==> config.mk <==
export PLATFORM = sky130hd
export DESIGN_NAME = rob_commit_ctrl
export DESIGN_NICKNAME = d
export VERILOG_FILES = /design/src/rtl/rob_commit_ctrl.sv
export SDC_FILE = /design/constraint.sdc
export NUM_CORES = 1
export LEC_CHECK = 0
export ABC_AREA = 1
export BUFFER_PORTS_ARGS = -buffer_cell sky130_fd_sc_hd__clkbuf_2
export CAP_MARGIN = 40
export CORE_ASPECT_RATIO = 1.25
export CORE_MARGIN = 2
export CORE_UTILIZATION = 40
export CTS_CLUSTER_SIZE = 25
export DETAILED_ROUTE_END_ITERATION = 8
export GPL_ROUTABILITY_DRIVEN = 1
export PLACE_DENSITY = 0.54
export SLEW_MARGIN = 20
export SYNTH_ARGS = -nofsm -noshare
export SYNTH_HDL_FRONTEND = slang
export SYNTH_SLANG_ARGS = --single-unit
==> constraint.sdc <==
create_clock -name clk -period 10.57 [get_ports clk]
set_input_delay 1.5855 -clock clk [delete_from_list [all_inputs] [get_ports clk]]
set_output_delay 1.5855 -clock clk [all_outputs]
set_load 0.01 [all_outputs]
==> src/rtl/rob_commit_ctrl.sv <==
// rtl/rob_commit_ctrl.sv - reorder-buffer controller driving register file rename and commit ports
// In-order retire with one-cycle flush on a mispredicted branch at head.
module rob_commit_ctrl #(
    parameter int DEPTH  = 16,
    parameter int TAG_W  = 5,
    parameter int REG_W  = 5,
    parameter int DATA_W = 32
) (
    input  logic              clk,
    input  logic              rst,
    input  logic              rdy,
    input  logic              disp_valid,
    input  logic [REG_W-1:0]  disp_rd,
    output logic              disp_ready,
    output logic [TAG_W-1:0]  disp_tag,
    output logic [REG_W-1:0]  reg_to_rename,
    output logic [TAG_W-1:0]  tag_rename,
    input  logic              wb_valid,
    input  logic [TAG_W-1:0]  wb_tag,
    input  logic [DATA_W-1:0] wb_data,
    input  logic              wb_mispred,
    input  logic [DATA_W-1:0] wb_target,
    output logic              if_commit,
    output logic [REG_W-1:0]  pos_commit,
    output logic [DATA_W-1:0] data_commit,
    output logic [TAG_W-1:0]  tag_commit,
    output logic              clear,
    output logic [DATA_W-1:0] pc_redirect
);

    localparam int PTR_W = (DEPTH > 1) ? $clog2(DEPTH) : 1;
    localparam int CNT_W = $clog2(DEPTH + 1);
    localparam logic [PTR_W-1:0] LAST    = PTR_W'(DEPTH - 1);
    localparam logic [CNT_W-1:0] FULL    = CNT_W'(DEPTH);
    localparam logic [TAG_W-1:0] MAX_TAG = TAG_W'(DEPTH);

    logic [PTR_W-1:0]  head;
    logic [PTR_W-1:0]  tail;
    logic [CNT_W-1:0]  count;
    logic [DEPTH-1:0]  ent_valid;
    logic [DEPTH-1:0]  ent_ready;
    logic [DEPTH-1:0]  ent_mispred;
    logic [REG_W-1:0]  ent_rd     [DEPTH];
    logic [DATA_W-1:0] ent_data   [DEPTH];
    logic [DATA_W-1:0] ent_target [DEPTH];

    logic             accept;
    logic             wb_hit;
    logic             commit;
    logic             flush;
    logic [PTR_W-1:0] wb_idx;

    function automatic logic [PTR_W-1:0] nxt(input logic [PTR_W-1:0] p);
        return (p == LAST) ? '0 : p + PTR_W'(1);
    endfunction

    always_comb begin
        disp_ready    = (count < FULL) && !clear;
        accept        = disp_valid && disp_ready && rdy;
        disp_tag      = TAG_W'(tail) + TAG_W'(1);
        reg_to_rename = accept ? disp_rd : '0;
        tag_rename    = accept ? disp_tag : '0;
        wb_idx        = PTR_W'(wb_tag - TAG_W'(1));
        // Tag 0 and tags beyond DEPTH alias real slots after truncation, so range-check first.
        wb_hit        = wb_valid && rdy && !clear && (wb_tag != '0) && (wb_tag <= MAX_TAG)
                        && ent_valid[wb_idx];
        commit        = rdy && !clear && ent_valid[head] && ent_ready[head];
        flush         = commit && ent_mispred[head];
    end

    always_ff @(posedge clk or posedge rst) begin
        if (rst) begin
            head        <= '0;
            tail        <= '0;
            count       <= '0;
            ent_valid   <= '0;
            ent_ready   <= '0;
            if_commit   <= 1'b0;
            pos_commit  <= '0;
            data_commit <= '0;
            tag_commit  <= '0;
            clear       <= 1'b0;
            pc_redirect <= '0;
        end else if (rdy) begin
            if_commit <= commit;
            clear     <= flush;
            if (commit) begin
                pos_commit  <= ent_rd[head];
                data_commit <= ent_data[head];
                tag_commit  <= TAG_W'(head) + TAG_W'(1);
            end
            if (flush) begin
                pc_redirect <= ent_target[head];
                head        <= '0;
                tail        <= '0;
                count       <= '0;
                ent_valid   <= '0;
                ent_ready   <= '0;
            end else begin
                if (accept) begin
                    ent_valid[tail] <= 1'b1;
                    ent_ready[tail] <= 1'b0;
                    tail            <= nxt(tail);
                end
                if (wb_hit) begin
                    ent_ready[wb_idx] <= 1'b1;
                end
                if (commit) begin
                    ent_valid[head] <= 1'b0;
                    ent_ready[head] <= 1'b0;
                    head            <= nxt(head);
                end
                case ({accept, commit})
                    2'b10:   count <= count + CNT_W'(1);
                    2'b01:   count <= count - CNT_W'(1);
                    default: count <= count;
                endcase
            end
        end else begin
            if_commit <= 1'b0;
            clear     <= 1'b0;
        end
    end

    // Payload fields need no reset: they are only observed behind valid/ready.
    always_ff @(posedge clk) begin
        if (accept) begin
            ent_rd[tail] <= disp_rd;
        end
        if (wb_hit) begin
            ent_data[wb_idx]    <= wb_data;
            ent_mispred[wb_idx] <= wb_mispred;
            ent_target[wb_idx]  <= wb_target;
        end
    end

endmodule

# Yosys cells after proc, flatten, opt, wreduce, memory -nomap -nowiden
# Memories as Yosys holds them, arrays and structs flattened. A register that Yosys moved wholly into a read port is not among the register bits.
# Cells that the tools add are included.
# word_totals
register_bits,68
latchBits,0
ramBits,1104
mem_bits_ro,0
input_bits,80
out_inout_bits,92
word_cells,107
mem_count,3
# mem_list
memory,depth,width,read_ports,rd_ports_with_merged_regs,write_ports,line_no,text
ent_data,16,32,1,1,1,44,logic [DATA_W-1:0] ent_data [DEPTH];
ent_target,16,32,1,1,1,45,logic [DATA_W-1:0] ent_target [DEPTH];
ent_rd,16,5,1,1,1,43,logic [REG_W-1:0] ent_rd [DEPTH];
# op_classes
n_addsub,7
multipliers,0
n_div,0
n_lt_le_gt_ge,8
eq_ne,4
n_shift,0
muxes,44
n_bitwise,7
n_reduce_logical,25
# op_table
operator,n
two-way mux 16 bit,13
AND 16 bit,3
inverter 16 bit,2
bitwise OR 16 bit,2
two-way mux 4 bit,6
binary-select mux 1 bit (select 4 bit),4
bitwise mux 16 bit,1
logical AND 1 bit,15
less-than comparator 4 x 5 -> 1 bit (second input constant),3
two-way mux 5 bit,3
two-way mux 1 bit,13
demux 1 bit (select 4 bit),3
greater-or-equal comparator 4 x 1 -> 1 bit (second input constant),3
adder 4 x 1 -> 5 bit (second input constant),2
case mux 5 bit (2 select lines),1
AND reduction 2 bit,5
adder 4 x 1 -> 4 bit (second input constant),2
equality test 4 bit (second input constant),2
adder 5 x 1 -> 5 bit (second input constant),1
less-or-equal comparator 5 bit (second input constant),1
less-than comparator 5 bit (second input constant),1
nonzero test 5 bit,1
subtractor 5 x 1 -> 5 bit (second input constant),1
nonzero test 2 bit,2
other kinds (5),5

# Depth between registers and ports, before layout
# depth
depth_word,16
ltp_mapped,21
mapped_depth_nobuf,20

# Least setup slack after synthesis
# Ideal clock, no wire load.
# synth_path
kind,in2reg
from,in wb_tag[0]
to,mem ent_data[0][0] (enable)
setup_time_ns,0.419
arrival_ns,4.159
required_time_ns,10.151
setup_slack_ns,5.992
path_stages,12
n_path_buf,1
cell_sequence,inv_2 -> ha_1 -> inv_1 -> a21oi_1 -> o21ai_0 -> o21ai_0 -> nand2_1 -> nand3_1 -> nor2_2 -> buf_4 -> nand3_1 -> inv_1
# synth_via
elab_chain_cells,6
elab_cells_between_ends,10
classes_between,add/sub: 1; order compare: 1; mux: 4; reduce/logical: 4
# synth_rtl
item,line_no,text
"start, declared",19,"input logic [TAG_W-1:0] wb_tag,"
subtractor 4 x 1 -> 4 bit or nonzero test 5 bit (tied branches),"63, 65",
binary-select mux 1 bit (select 4 bit) or logical AND 1 bit (tied branches),"66, 65",
two-way mux 1 bit (implied by the code) or logical AND 1 bit (tied branches),"66, 65",
logical AND 1 bit,66,&& ent_valid[wb_idx];
two-way mux 1 bit,130,if (wb_hit) begin
two-way mux 1 bit (implied by the code),131,ent_data[wb_idx] <= wb_data;
"end, declared",44,
# Several ways; a longest one is shown, not always the timed one. The select of a mux whose other input is x is not followed.

# Worst setup path in the final report
# layout_path
from,in wb_tag[0]
to,mem ent_target[13][9] (enable)
# layout_via
elab_chain_cells,6
elab_cells_between_ends,10
classes_between,add/sub: 1; order compare: 1; mux: 4; reduce/logical: 4
# layout_rtl
item,line_no,text
subtractor 4 x 1 -> 4 bit or nonzero test 5 bit (tied branches),"63, 65",
binary-select mux 1 bit (select 4 bit) or logical AND 1 bit (tied branches),"66, 65",
two-way mux 1 bit (implied by the code) or logical AND 1 bit (tied branches),"66, 65",
logical AND 1 bit,66,
two-way mux 1 bit,130,
two-way mux 1 bit (implied by the code),133,ent_target[wb_idx] <= wb_target;
"end, declared",45,
# Several ways; a longest one is shown, not always the timed one. The select of a mux whose other input is x is not followed.

==> results.sh <==
export IMPL_setup_viol=0
export IMPL_final_area_um2=55220
export IMPL_insertion_delay_ns=0.74
export IMPL_gr_usage_all_layers=0.2035
export IMPL_place_congestion=0.8698
export IMPL_synth_edff_count=1120
export IMPL_p_comb_frac=0.261
export IMPL_worstPathCellList="clkbuf_2 -> inv_2 -> ha_1 -> nand3_1 -> o211ai_1 -> a21oi_1 -> nand3_1 -> nor2_2 -> nand3_1 -> inv_4 -> buf_4"
export IMPL_grt_pass1_wl_um=191900
export IMPL_synthesis_nets=3878
export IMPL_cts_resized=0
export IMPL_drc_errors=0
export IMPL_synthTopCellsByArea="edfxtp_1 (69%), dfrtp_1 (6.2%), o21ai_0 (6.0%), nor2_1 (5.1%), o22ai_1 (3.8%)"
export IMPL_worstPathArrival_ns=4.96
export IMPL_dr_pass1_iters=5
export IMPL_synth_most_common_cell="edfxtp_1"
export IMPL_placed_cell_area_um2=51230
export IMPL_die_x_um=316.2
export IMPL_dp_cells=5358
export IMPL_synth_area_leader_cell="edfxtp_1"
export IMPL_maxSlewViolCount=0
export IMPL_cp_top_family="buffers and inverters"
export IMPL_skew_ns=0.04046
export IMPL_async_reset_ff_frac=0.09750
export IMPL_period_needed_ns=4.617
export IMPL_clk_pin_slew_worst_paths_ns=0.06
export IMPL_rsz0062_at_grt="no"
export IMPL_finalNonFillerCells=5597
export IMPL_start_util=0.4019
export IMPL_fmax_ghz=0.2166
export IMPL_netlist_area_um2=48750
export IMPL_clock_path_buffers=3
export IMPL_power_density_nw_per_um2=244.3
export IMPL_crit_path_max_incr_delay_ns=0.68
export IMPL_port_buffers=171
export IMPL_drt_iter0_markers=2530
export IMPL_ir_drop_mv=0.1757
export IMPL_hold_ws_ns=0.4925
export IMPL_swShare=0.3322
export IMPL_avgSynthCellArea_um2=12.89
export IMPL_final_util=0.4552
export IMPL_vias=30469
export IMPL_clockRootBuffer="clkbuf_16"
export IMPL_globalRouteOverflowTotal=0
export IMPL_p_int_uw=9008
export IMPL_path_class="in -> reg"
export IMPL_wl_per_cell_um=22.79
export IMPL_wl_um=127600
export IMPL_ys_seq_elements=1241
export IMPL_synth_flop_cell="edfxtp_1"
export IMPL_endpoint_kind="flip-flop"
export IMPL_critPathMaxFanout=33
export IMPL_core_area_um2=121300
export IMPL_tritoncts="yes"
export IMPL_synth_cell_types=35
export IMPL_synthToLayoutAreaGrowth_pct=13.27
export IMPL_required_ns=10.91
export IMPL_drive_gt1_frac=0.1118
export IMPL_hold_class="reg -> reg"
export IMPL_fin_tns_setup_ns=0
export IMPL_antenna_found_initial=6
export IMPL_grt_max_degree=215
export IMPL_worstMarginPinSlew_ns=0.9295
export IMPL_cp_common_cell="nand3_1"
export IMPL_post_route_period_util=0.4368
export IMPL_ios=172
export IMPL_post_cts_setup_buffers=0
export IMPL_hold_viol=0
export IMPL_leakagePower_uw=0.01906
export IMPL_layout_nets=3988
export IMPL_avgViaCountPerCell=5.444
export IMPL_maxCapViolCount=0
export IMPL_dpl_hpwl_um=71620
export IMPL_p_sw_uw=4482
export IMPL_yosysWarnings=0
export IMPL_outcome="finished clean"
export IMPL_ctsHoldBuffers=0
export IMPL_dieArea_um2=124700
export IMPL_max_slew_margin=0.3804
export IMPL_rows=143
export IMPL_ys_seq_area_frac=0.7520
export IMPL_htreeDepth=3
export IMPL_grt_pass1_vias=29704
export IMPL_clkPwrFrac=0.309
export IMPL_r2r_setup_slack_ns=6.27
export IMPL_numCtsBuffers=121
export IMPL_fp_dieH_um=394.3
export IMPL_critPathSlowestCell="buf_4"
export IMPL_synth_cells=3783
export IMPL_p_seq_frac=0.429
export IMPL_yosys_top_cells_count="edfxtp_1 (1,120), nor2_1 (663), o21ai_0 (585)"
export IMPL_path_buf_inv=4
export IMPL_cts_sinks=1241
export IMPL_worstSetupStartpointType="input pin"
export IMPL_yosysTopAreaCellShare=0.6899
export IMPL_drtAntennaViolNets=0
## routing by layer
layer  GRT usage  routed length, µm
met1      0.2714              54410
met2      0.3487              63980
met3     0.02538               6042
met4     0.05812               3100
met5           0                 27
## power groups by stage
stage          Combinational (µW)  Sequential, µW  Clock [µW]
2_1_floorplan                2290            5850           0
3_3_place_gp                 3450            5900           0
3_5_place_dp                 3550            5900           0
4_1_cts                      3560            5800        4250
5_1_grt                      3930            5820        4430
6_report                     3530            5790        4170
## logic make-up after synthesis
family | synth area share
buf+inv | 0.03290
xor+xnor | 0.0007188
fa+ha+maj | 0.003850
compound gates | 0.1231
simple gates | 0.08742
flops | 0.7520
## cells in the final DEF (no fill, tap or decap), drive strengths merged, types with 68 or more instances in the layout
cell,synthesis,routed
o22ai,299,299
nor2,666,666
edfxtp,1120,1120
inv,98,101
nand2,338,338
nand3,79,79
o21ai,620,620
clkbuf,141,347
a21oi,82,82
buf,111,68
dfrtp,121,121
## final timing paths
path                                     start                end  cells after the start
worst min register to register  pc_redirect[3]     pc_redirect[3]                      2
worst max-delay path                 wb_tag[0]  ent_target[13][9]                     11
min in group asynchronous                  rst      pos_commit[2]                      2
max in group asynchronous                  rst     pc_redirect[1]                      4
worst min-delay path            pc_redirect[3]     pc_redirect[3]                      2
worst max register to register         head[1]       ent_valid[9]                     12
## sequential cells by signal, indices dropped and copies added, names as in the netlist
signal	cells
tag_commit	5
head	4
count	5
ent_mispred	16
pos_commit	5
ent_rd	80
tail	4
ent_ready	16
ent_target	512
data_commit	32
ent_valid	16
ent_data	512
pc_redirect	32
if_commit	1
clear	1
## cell type report
class                   count  area, µm²
diodes                      2      5.005
clock buffers             176       3386
clock inverters            54      444.2
fillers                 10900      66090
inverters                  98      431.7
multi-input cells        2192      10510
flip-flops and latches   1241      36670
well taps                1595       1996
repair buffers            239       1774
## through the flow
step / total power (µW) / worst slack [ns]
3_5_place_dp: 9448 / 5.273
5_1_grt: 14180 / 5.727
3_3_place_gp: 9349 / 5.210
2_1_floorplan: 8143 / 5.770
6_report: 13490 / 5.953
4_1_cts: 13600 / 5.782
## tightest hold or removal path: cells and delay by family, from the launching register on
family | cells | cell delay, ns
simple gates | 1 | 0.05
compound gates | 1 | 0.06
flops | 1 | 0.34
(Power assumes the default switching activity.)
